**config.mk**
```make
export PLATFORM = sky130hd
export DESIGN_NAME = alu_seq_exec
export DESIGN_NICKNAME = d
export VERILOG_FILES = /design/src/rtl/alu_seq_exec.sv
export SDC_FILE = /design/constraint.sdc
export NUM_CORES = 1
export LEC_CHECK = 0
export CORE_ASPECT_RATIO = 2
export CORE_MARGIN = 5
export CORE_UTILIZATION = 57
export DETAILED_ROUTE_END_ITERATION = 7
export GPL_ROUTABILITY_DRIVEN = 1
export GPL_TIMING_DRIVEN = 0
export HOLD_SLACK_MARGIN = 0.02
export MAX_ROUTING_LAYER = met4
export PLACE_DENSITY = 0.81
export SLEW_MARGIN = 15
export SYNTH_ARGS = -nofsm -noshare
export SYNTH_HDL_FRONTEND = slang
export SYNTH_SLANG_ARGS = --single-unit
```
**constraint.sdc**
```tcl
create_clock -name clk -period 4.2 [get_ports clk]
set_input_delay 0.42 -clock clk [delete_from_list [all_inputs] [get_ports clk]]
set_output_delay 0.42 -clock clk [all_outputs]
set_load 0.05 [all_outputs]
```
**src/rtl/alu_seq_exec.sv**
```systemverilog
// Sequential ALU execution unit: single-cycle logic/add/sub, bit-serial shifts,
// valid/ready on both request and result sides.
module alu_seq_exec #(
  parameter int WIDTH = 32,
  parameter int SHW   = $clog2(WIDTH)
) (
  input  logic             clk,
  input  logic             rst,
  input  logic             in_valid,
  output logic             in_ready,
  input  logic [3:0]       op,
  input  logic [WIDTH-1:0] a,
  input  logic [WIDTH-1:0] b,
  output logic             out_valid,
  input  logic             out_ready,
  output logic [WIDTH-1:0] result,
  output logic             zero,
  output logic             illegal,
  output logic             busy
);

  typedef enum logic [1:0] {
    IDLE,
    SHIFT,
    DONE
  } state_t;

  localparam logic [3:0] OP_ADD = 4'b0000;
  localparam logic [3:0] OP_SUB = 4'b0001;
  localparam logic [3:0] OP_AND = 4'b0010;
  localparam logic [3:0] OP_OR  = 4'b0011;
  localparam logic [3:0] OP_XOR = 4'b0100;
  localparam logic [3:0] OP_SLL = 4'b0101;
  localparam logic [3:0] OP_SRL = 4'b0110;
  localparam logic [3:0] OP_SRA = 4'b0111;

  localparam logic [1:0] SH_LL = OP_SLL[1:0];
  localparam logic [1:0] SH_RL = OP_SRL[1:0];

  state_t           state;
  logic [1:0]       sh_q;
  logic [WIDTH-1:0] work;
  logic [SHW-1:0]   cnt;

  logic [SHW-1:0]   shamt;
  logic             legal;
  logic             is_shift;
  logic             accept;
  logic [WIDTH-1:0] alu_y;
  logic [WIDTH-1:0] sh_nxt;

  assign shamt    = b[SHW-1:0];
  assign legal    = ~op[3];
  assign is_shift = (op == OP_SLL) | (op == OP_SRL) | (op == OP_SRA);
  assign accept   = in_valid & in_ready;

  assign in_ready = (state == IDLE);
  assign busy     = (state != IDLE);

  // Shift ops with a zero amount fall through to the default and pass a.
  always_comb begin
    alu_y = a;
    unique case (1'b1)
      op == OP_ADD: alu_y = a + b;
      op == OP_SUB: alu_y = a + ~b + WIDTH'(1);
      op == OP_AND: alu_y = a & b;
      op == OP_OR:  alu_y = a | b;
      op == OP_XOR: alu_y = a ^ b;
      default:      alu_y = a;
    endcase
  end

  always_comb begin
    sh_nxt = work;
    unique case (1'b1)
      sh_q == SH_LL: sh_nxt = {work[WIDTH-2:0], 1'b0};
      sh_q == SH_RL: sh_nxt = {1'b0, work[WIDTH-1:1]};
      default:       sh_nxt = {work[WIDTH-1], work[WIDTH-1:1]};
    endcase
  end

  always_ff @(posedge clk or posedge rst) begin
    if (rst) begin
      state     <= IDLE;
      sh_q      <= '0;
      work      <= '0;
      cnt       <= '0;
      result    <= '0;
      zero      <= 1'b0;
      illegal   <= 1'b0;
      out_valid <= 1'b0;
    end else begin
      unique case (state)
        IDLE: begin
          if (accept) begin
            sh_q    <= op[1:0];
            illegal <= ~legal;
            if (!legal) begin
              result    <= '0;
              zero      <= 1'b1;
              out_valid <= 1'b1;
              state     <= DONE;
            end else if (is_shift && shamt != '0) begin
              work  <= a;
              cnt   <= shamt;
              state <= SHIFT;
            end else begin
              result    <= alu_y;
              zero      <= (alu_y == '0);
              out_valid <= 1'b1;
              state     <= DONE;
            end
          end
        end
        SHIFT: begin
          work <= sh_nxt;
          cnt  <= cnt - SHW'(1);
          if (cnt == SHW'(1)) begin
            result    <= sh_nxt;
            zero      <= (sh_nxt == '0);
            out_valid <= 1'b1;
            state     <= DONE;
          end
        end
        DONE: begin
          if (out_ready) begin
            out_valid <= 1'b0;
            state     <= IDLE;
          end
        end
        default: state <= IDLE;
      endcase
    end
  end

endmodule

```
# --- Word level (Yosys, flattened, before mapping) ---
# Index checks and enable logic that the tools add are counted.
op_classes:
  add_sub_neg: 4
  n_eq_ne: 18
  mux: 32
  bitwise: 7
  reduce_logical: 14
ops:
  columns: ["op", "count"]
  rows:
  - ["two-way mux 32 bit", 7]
  - ["case mux 32 bit (2 select lines)", 3]
  - ["case mux 32 bit (5 select lines)", 1]
  - ["adder 32 bit", 2]
  - ["logical NOT 32 bit", 2]
  - ["adder 32 x 1 -> 32 bit, second input constant", 1]
  - ["AND 32 bit", 1]
  - ["NOT 32 bit", 1]
  - ["OR 32 bit", 1]
  - ["XOR 32 bit", 1]
  - ["== test 4 x 3 -> 1 bit, second input constant", 4]
  - ["two-way mux 5 bit", 3]
  - ["two-way mux 2 bit", 5]
  - ["case mux 5 bit (2 select lines)", 1]
  - ["two-way mux 1 bit", 9]
  - ["== test 4 x 2 -> 1 bit, second input constant", 2]
  - ["AND reduction 4 bit", 2]
  - ["!= test 2 bit, second input constant", 3]
  - ["case mux 2 bit (3 select lines)", 1]
  - ["== test 5 x 1 -> 1 bit, second input constant", 1]
  - ["AND reduction 5 bit", 1]
  - ["nonzero test 5 bit", 1]
  - ["subtractor 5 x 1 -> 5 bit, second input constant", 1]
  - ["== test 2 x 1 -> 1 bit, second input constant", 2]
  - ["15 further kinds", 19]
word_totals:
  ff_bits: 76
  inputBits: 72
  out_inout_bits: 37

# --- Depth between registers and ports, before layout ---
depth:
  ltp_word: 9
  mapped_depth: 15
  ltp_nobuf: 15

# --- Least setup slack after synthesis ---
# OpenSTA, ideal clock, no wires.
synth_timing:
  path_type: "input -> register"
  from: "in b[1]"
  to: "reg result[31]"
  setup_ns: 0.119
  arrival_time_ns: 3.283
  t_required_ns: 4.081
  setup_slack_ns: 0.798
  cell_stages: 13
  path_buffers: 0
  path_cell_list: "inv_1 ha_1 o21ba_1 a2111o_1 a211oi_4 nand2_2 a41o_1 o41a_1 o211a_1 or3_1 a31oi_1 o211ai_1 o21a_1"
synth_via:
  elab_chain_len: 8
synth_rtl:
  columns: ["element", "line_no", "rtl"]
  rows:
  - ["from (decl)", "13", "input logic [WIDTH-1:0] b,"]
  - ["NOT 32 bit", "65", "op == OP_SUB: alu_y = a + ~b + WIDTH'(1);"]
  - ["adder 32 bit", "65", null]
  - ["adder 32 x 1 -> 32 bit", "65", null]
  - ["case mux 32 bit (5 select lines)", "63", "unique case (1'b1)"]
  - ["two-way mux 32 bit", "103", "end else if (is_shift && shamt != '0) begin"]
  - ["two-way mux 32 bit", "98", "if (!legal) begin"]
  - ["two-way mux 32 bit", "95", "if (accept) begin"]
  - ["case mux 32 bit (2 select lines)", "93", "unique case (state)"]
  - ["to (signal assigned)", "108", "result <= alu_y;"]
  - ["to (signal assigned)", "119", "result <= sh_nxt;"]
  - ["to (decl)", "16", "output logic [WIDTH-1:0] result,"]
# Parallel ways exist; a longest one is shown, timed or not. The select of a mux whose other input is x is not followed.
# A chain may end at the register's enable or synchronous reset.

# --- Worst setup path in the final report ---
layout_timing:
  from: "in op[3]"
  to: "reg zero"
layout_via:
  elab_chain_len: 7
layout_rtl:
  columns: ["element", "line_no", "rtl"]
  rows:
  - ["from (decl)", "11", "input logic [3:0] op,"]
  - ["== test 4 x 3 -> 1 bit, or another cell as far along", "68", "op == OP_XOR: alu_y = a ^ b;"]
  - ["case mux 32 bit (5 select lines)", "63", null]
  - ["logical NOT 32 bit", "109", "zero <= (alu_y == '0);"]
  - ["two-way mux 1 bit", "103", null]
  - ["two-way mux 1 bit", "98", null]
  - ["two-way mux 1 bit", "95", null]
  - ["case mux 1 bit (2 select lines)", "93", null]
  - ["to (signal assigned)", "109", null]
  - ["to (signal assigned)", "120", "zero <= (sh_nxt == '0);"]
  - ["to (decl)", "17", "output logic zero,"]
# Parallel ways exist; a longest one is shown, timed or not. The select of a mux whose other input is x is not followed.

==> metrics.md <==
| Metric | Value |
|---|---|
| IO buf count | `roughly 110` |
| Mux cell area share after synthesis | `less than 1%` |
| Max-cap violations | `0` |
| Reg2reg path depth | `12` |
| Global-route wire length before repair | `between 70,000 and 80,000 microns` |
| Core Box Area | `between 15,000 and 20,000 sq um` |
| Met2 Wirelength | `approximately 22,000 microns` |
| Post-Syn Area | `a little under 10,000 sq um` |
| # placed instances | `between 1,500 and 2,000` |
| Post-DP Area | `11,300 sq um` |
| DRC | `0` |
| CP max stage delay | `700 ps` |
| CP Max Fanout | `10` |
| Ys Warns | `0` |
| Drt total wl | `roughly 48,000 microns` |
| CP Launch Type | `input port` |
| CP Capture Type | `flip-flop` |
| Syn Nets | `between 1,500 and 2,000` |
| Largest family of logic cells by synthesized area | `compound AO/OA/AOI/OAI gates` |
| Crit path time final | `around 4300 ps` |
| Vias in the first global route | `between 10,000 and 15,000` |
| Number of distinct library cells after synthesis | `79` |
| Post-DR vias/cell | `~7.2` |
| Die footprint | `between 20,000 and 25,000 sq um` |
| FFs w/ async S/R, synth | `between 90% and 100%` |
| Final Cycle Share | `102%` |
| Status | `finished, violations left` |
| ANT nets after route | `0` |
| Synth Area in XOR/XNOR | `less than 1%` |
| Ys flop type | `dfrtp_1` |
| Avg Synthesized Cell Area | `approximately 7.0 sq um` |
| Number of buffers created by CTS | `9` |
| Met3 wire len | `4750 microns` |
| CTS sink cnt | `76` |
| Rel. slew slack | `between 30% and 40%` |
| Least-Margin Pin Slew | `986 ps` |
| Top-Level Pins | `roughly 110` |
| Adder-cell share of the synthesized area | `13.9%` |
| Clk_lat worst skew | `around 350 ps` |
| Initial Utilization | `between 50% and 60%` |
| Power per cell area | `about 500 nW/um^2` |
| Post-route cell area | `~12,000 sq um` |
| Critical path's most frequent cell | `clkbuf_1` |
| Layout cells sized above 1 | `7.43%` |
| Die Wd | `around 100 microns` |
| Max Clk Rate | `between 200 and 250 MHz` |
| Cts hold-fix bufs | `0` |
| Die Y | `196 microns` |
| CTS max path bufs | `2` |
| Pleak | `around 5.0 nW` |
| Final instance count without filler cells | `approximately 1,800` |
| Worst vdd ir | `between 300 and 400 uV` |
| Sequential area share after synthesis | `between 10% and 20%` |
| Reg clk slew, reported paths | `70 ps` |
| Number of synthesized flops with an enable pin | `0` |
| Post-synthesis compound-gate area fraction | `between 30% and 40%` |
| # H-tree levels | `3` |
| Largest net degree at the start of global routing | `54` |
| # rows | `68` |
| Vias | `about 13,000` |
| Critical setup path kind | `in -> reg` |
| Final setup violation count | `2` |
| Setup WS post-layout | `-63.6 ps` |
| Slowest cell on the critical path | `clkbuf_1` |
| Fin nets | `roughly 1,700` |
| Post-synthesis simple-gate area fraction | `21.6%` |
| Met1 WL | `about 14,000 microns` |
| Synthesis-to-finish area growth | `20.8%` |
| Top sig layer | `met4` |
| Initial antenna violation count | `1` |
| CTS tree | `done` |
| Detailed Routing Iterations Pass 1 | `7` |
| Grt total ovfl | `0` |
| Hold Path Class | `in -> async` |
| WP data required | `about 4500 ps` |
| Gate count after technology mapping | `1,414` |
| Clock root buffer | `clkbuf_16` |
| Clk_skew | `9.59 ps` |
| Initial drt markers | `around 1,500` |
| Final Hold Violating Endpoints | `0` |
| Final Max Tran Viols | `0` |
| Failing checks | `setup timing` |
| CP cell instances | `clkdlybuf4s50_1 -> clkbuf_1 -> nor3_2 -> nand2_1 -> clkbuf_1 -> buf_1 -> o221ai_1 -> a2111oi_1 -> and4b_1 -> nand4_1 -> o21ai_0` |
| Tot GR Track Use | `around 48%` |
| Synthesis-stage register bit count | `76` |
| Dpl hpwl | `37,500 microns` |
| CP arrival | `4530 ps` |
| Routed wire length per instance | `roughly 27 microns` |
| Final GP Congestion | `1.13` |
-- worst paths after layout --
check	start	to	slack, ps
setup / recovery	op[3]	zero	-60
hold / removal	rst	illegal	390
setup reg to reg	sh_q[0]	zero	120
hold reg to reg	illegal	illegal	480
max in group asynchronous	rst	result[24]	3230
min in group clk	illegal	illegal	480
-- cell families after synthesis --
logic type               count (synthesis)
AO/OA/AOI/OAI                          543
XOR/XNOR                                10
adder cells (fa/ha/maj)                109
buffers and inverters                  203
flip-flops                              76
multiplexers                             8
AND/OR/NAND/NOR                        465
-- critical path: cells and delay by family --
family	cells	cell delay (ps)
buf+inv	4	2150
compound gates	3	960
simple gates	4	980
-- Yosys cell counts (all sizes together) (5+ instances only) --
library cell    n  area, sq um
o21a           10         75.1
clkbuf         80          300
buf            15         71.3
nor2          173          649
dfrtp          76         1900
a21oi         167          836
nand3          20          100
and2            6         37.5
a221oi          6         52.6
inv           107          402
a2111o          5         56.3
nand2b          9         56.3
a21o           15          113
o2111ai        13          114
nor2b          19          126
mux2i           6         60.1
nor4           13         81.3
o211ai         23          173
nor3           31          155
ha            107         1340
o22ai           7         43.8
a211o           5         43.8
a32oi           5         43.8
xnor2           8         70.1
nand2         135          509
o221ai         12          105
o21ai         119          596
nor3b           7         52.6
nand4          13         81.3
a22oi          34          255
a211oi         32          253
a31oi          13         87.6
a2111oi         9         85.1
o21bai          6         45.0
or3            11         68.8
and3            5         31.3
or2             5         31.3
nor4b           5         43.8
o31ai           9         67.6
-- per-layer routing --
metal	track usage (%)	vias up
li1	-	5422
met5	-	-
met3	11.4	473
met2	74.9	983
met4	47.4	0
met1	46.7	5728
-- cell type report --
type                    instances  area [sq um]
diodes                          1          2.50
plain buffers                  91           383
clock buffers                  10           239
clock inverters                 6          71.3
fillers                      1527          5220
inverters                     108           408
multi-input cells            1135          7510
flip-flops and latches         76          1900
well taps                     210           263
repair buffers                121          1200
-- power breakdown --
group,switching [mW],internal (mW)
sequential,0.361,1.08
combinational,2.47,1.15
clock,0.334,0.481
total,3.17,2.71
-- flip-flops by register name, summed over array words and instances, names as in the netlist --
name       flops
illegal        1
work          32
result        32
state          2
sh_q           2
zero           1
cnt            5
out_valid      1
-- per-stage QoR --
stage                     power [mW]  TNS [ps]  hold slack [ps]  util [%]  setup WS [ps]
after floorplan                 3.59         0              472         -            798
after global placement          4.79     -8190              466      65.5           -907
after detailed placement        4.86     -6650              479      65.9           -949
after CTS                       5.69         0              402      68.3           3.01
after global routing            6.14     -48.7              428      69.7          -35.9
final                           5.88     -84.3              386      69.7          -63.6
-- placed cells by master (no fill, tap or decap), types with 7 or more instances in the layout --
cell type          n
a22oi_1           32
ha_1             107
clkbuf_16          9
o22ai_1            7
nand2b_1           9
a21oi_2           11
buf_2              8
nor3_1            29
nor4_1            10
o21a_1            10
inv_1            105
o221ai_1          12
o31ai_1            8
o2111ai_1         12
clkbuf_1          61
nand3_1           20
nor3b_1            7
nand4_1           13
a211oi_1          29
a31oi_1           11
xnor2_1            8
nor2_1           173
clkbuf_2          16
o21ai_0          114
dfrtp_1           76
a21o_1            15
nor2b_1           18
o211ai_1          23
a21oi_1          155
nand2_1          134
or3_1             11
clkdlybuf4s50_1  100
buf_4             11
-- repair_timing --
action                                  in CTS  in global routing
setup buffers                                1                  8
pin swaps                                    3                  8
endpoints found under the setup margin       8                 14
resized for setup                           37                 62
No activity file was read; power rests on OpenSTA's default activity.
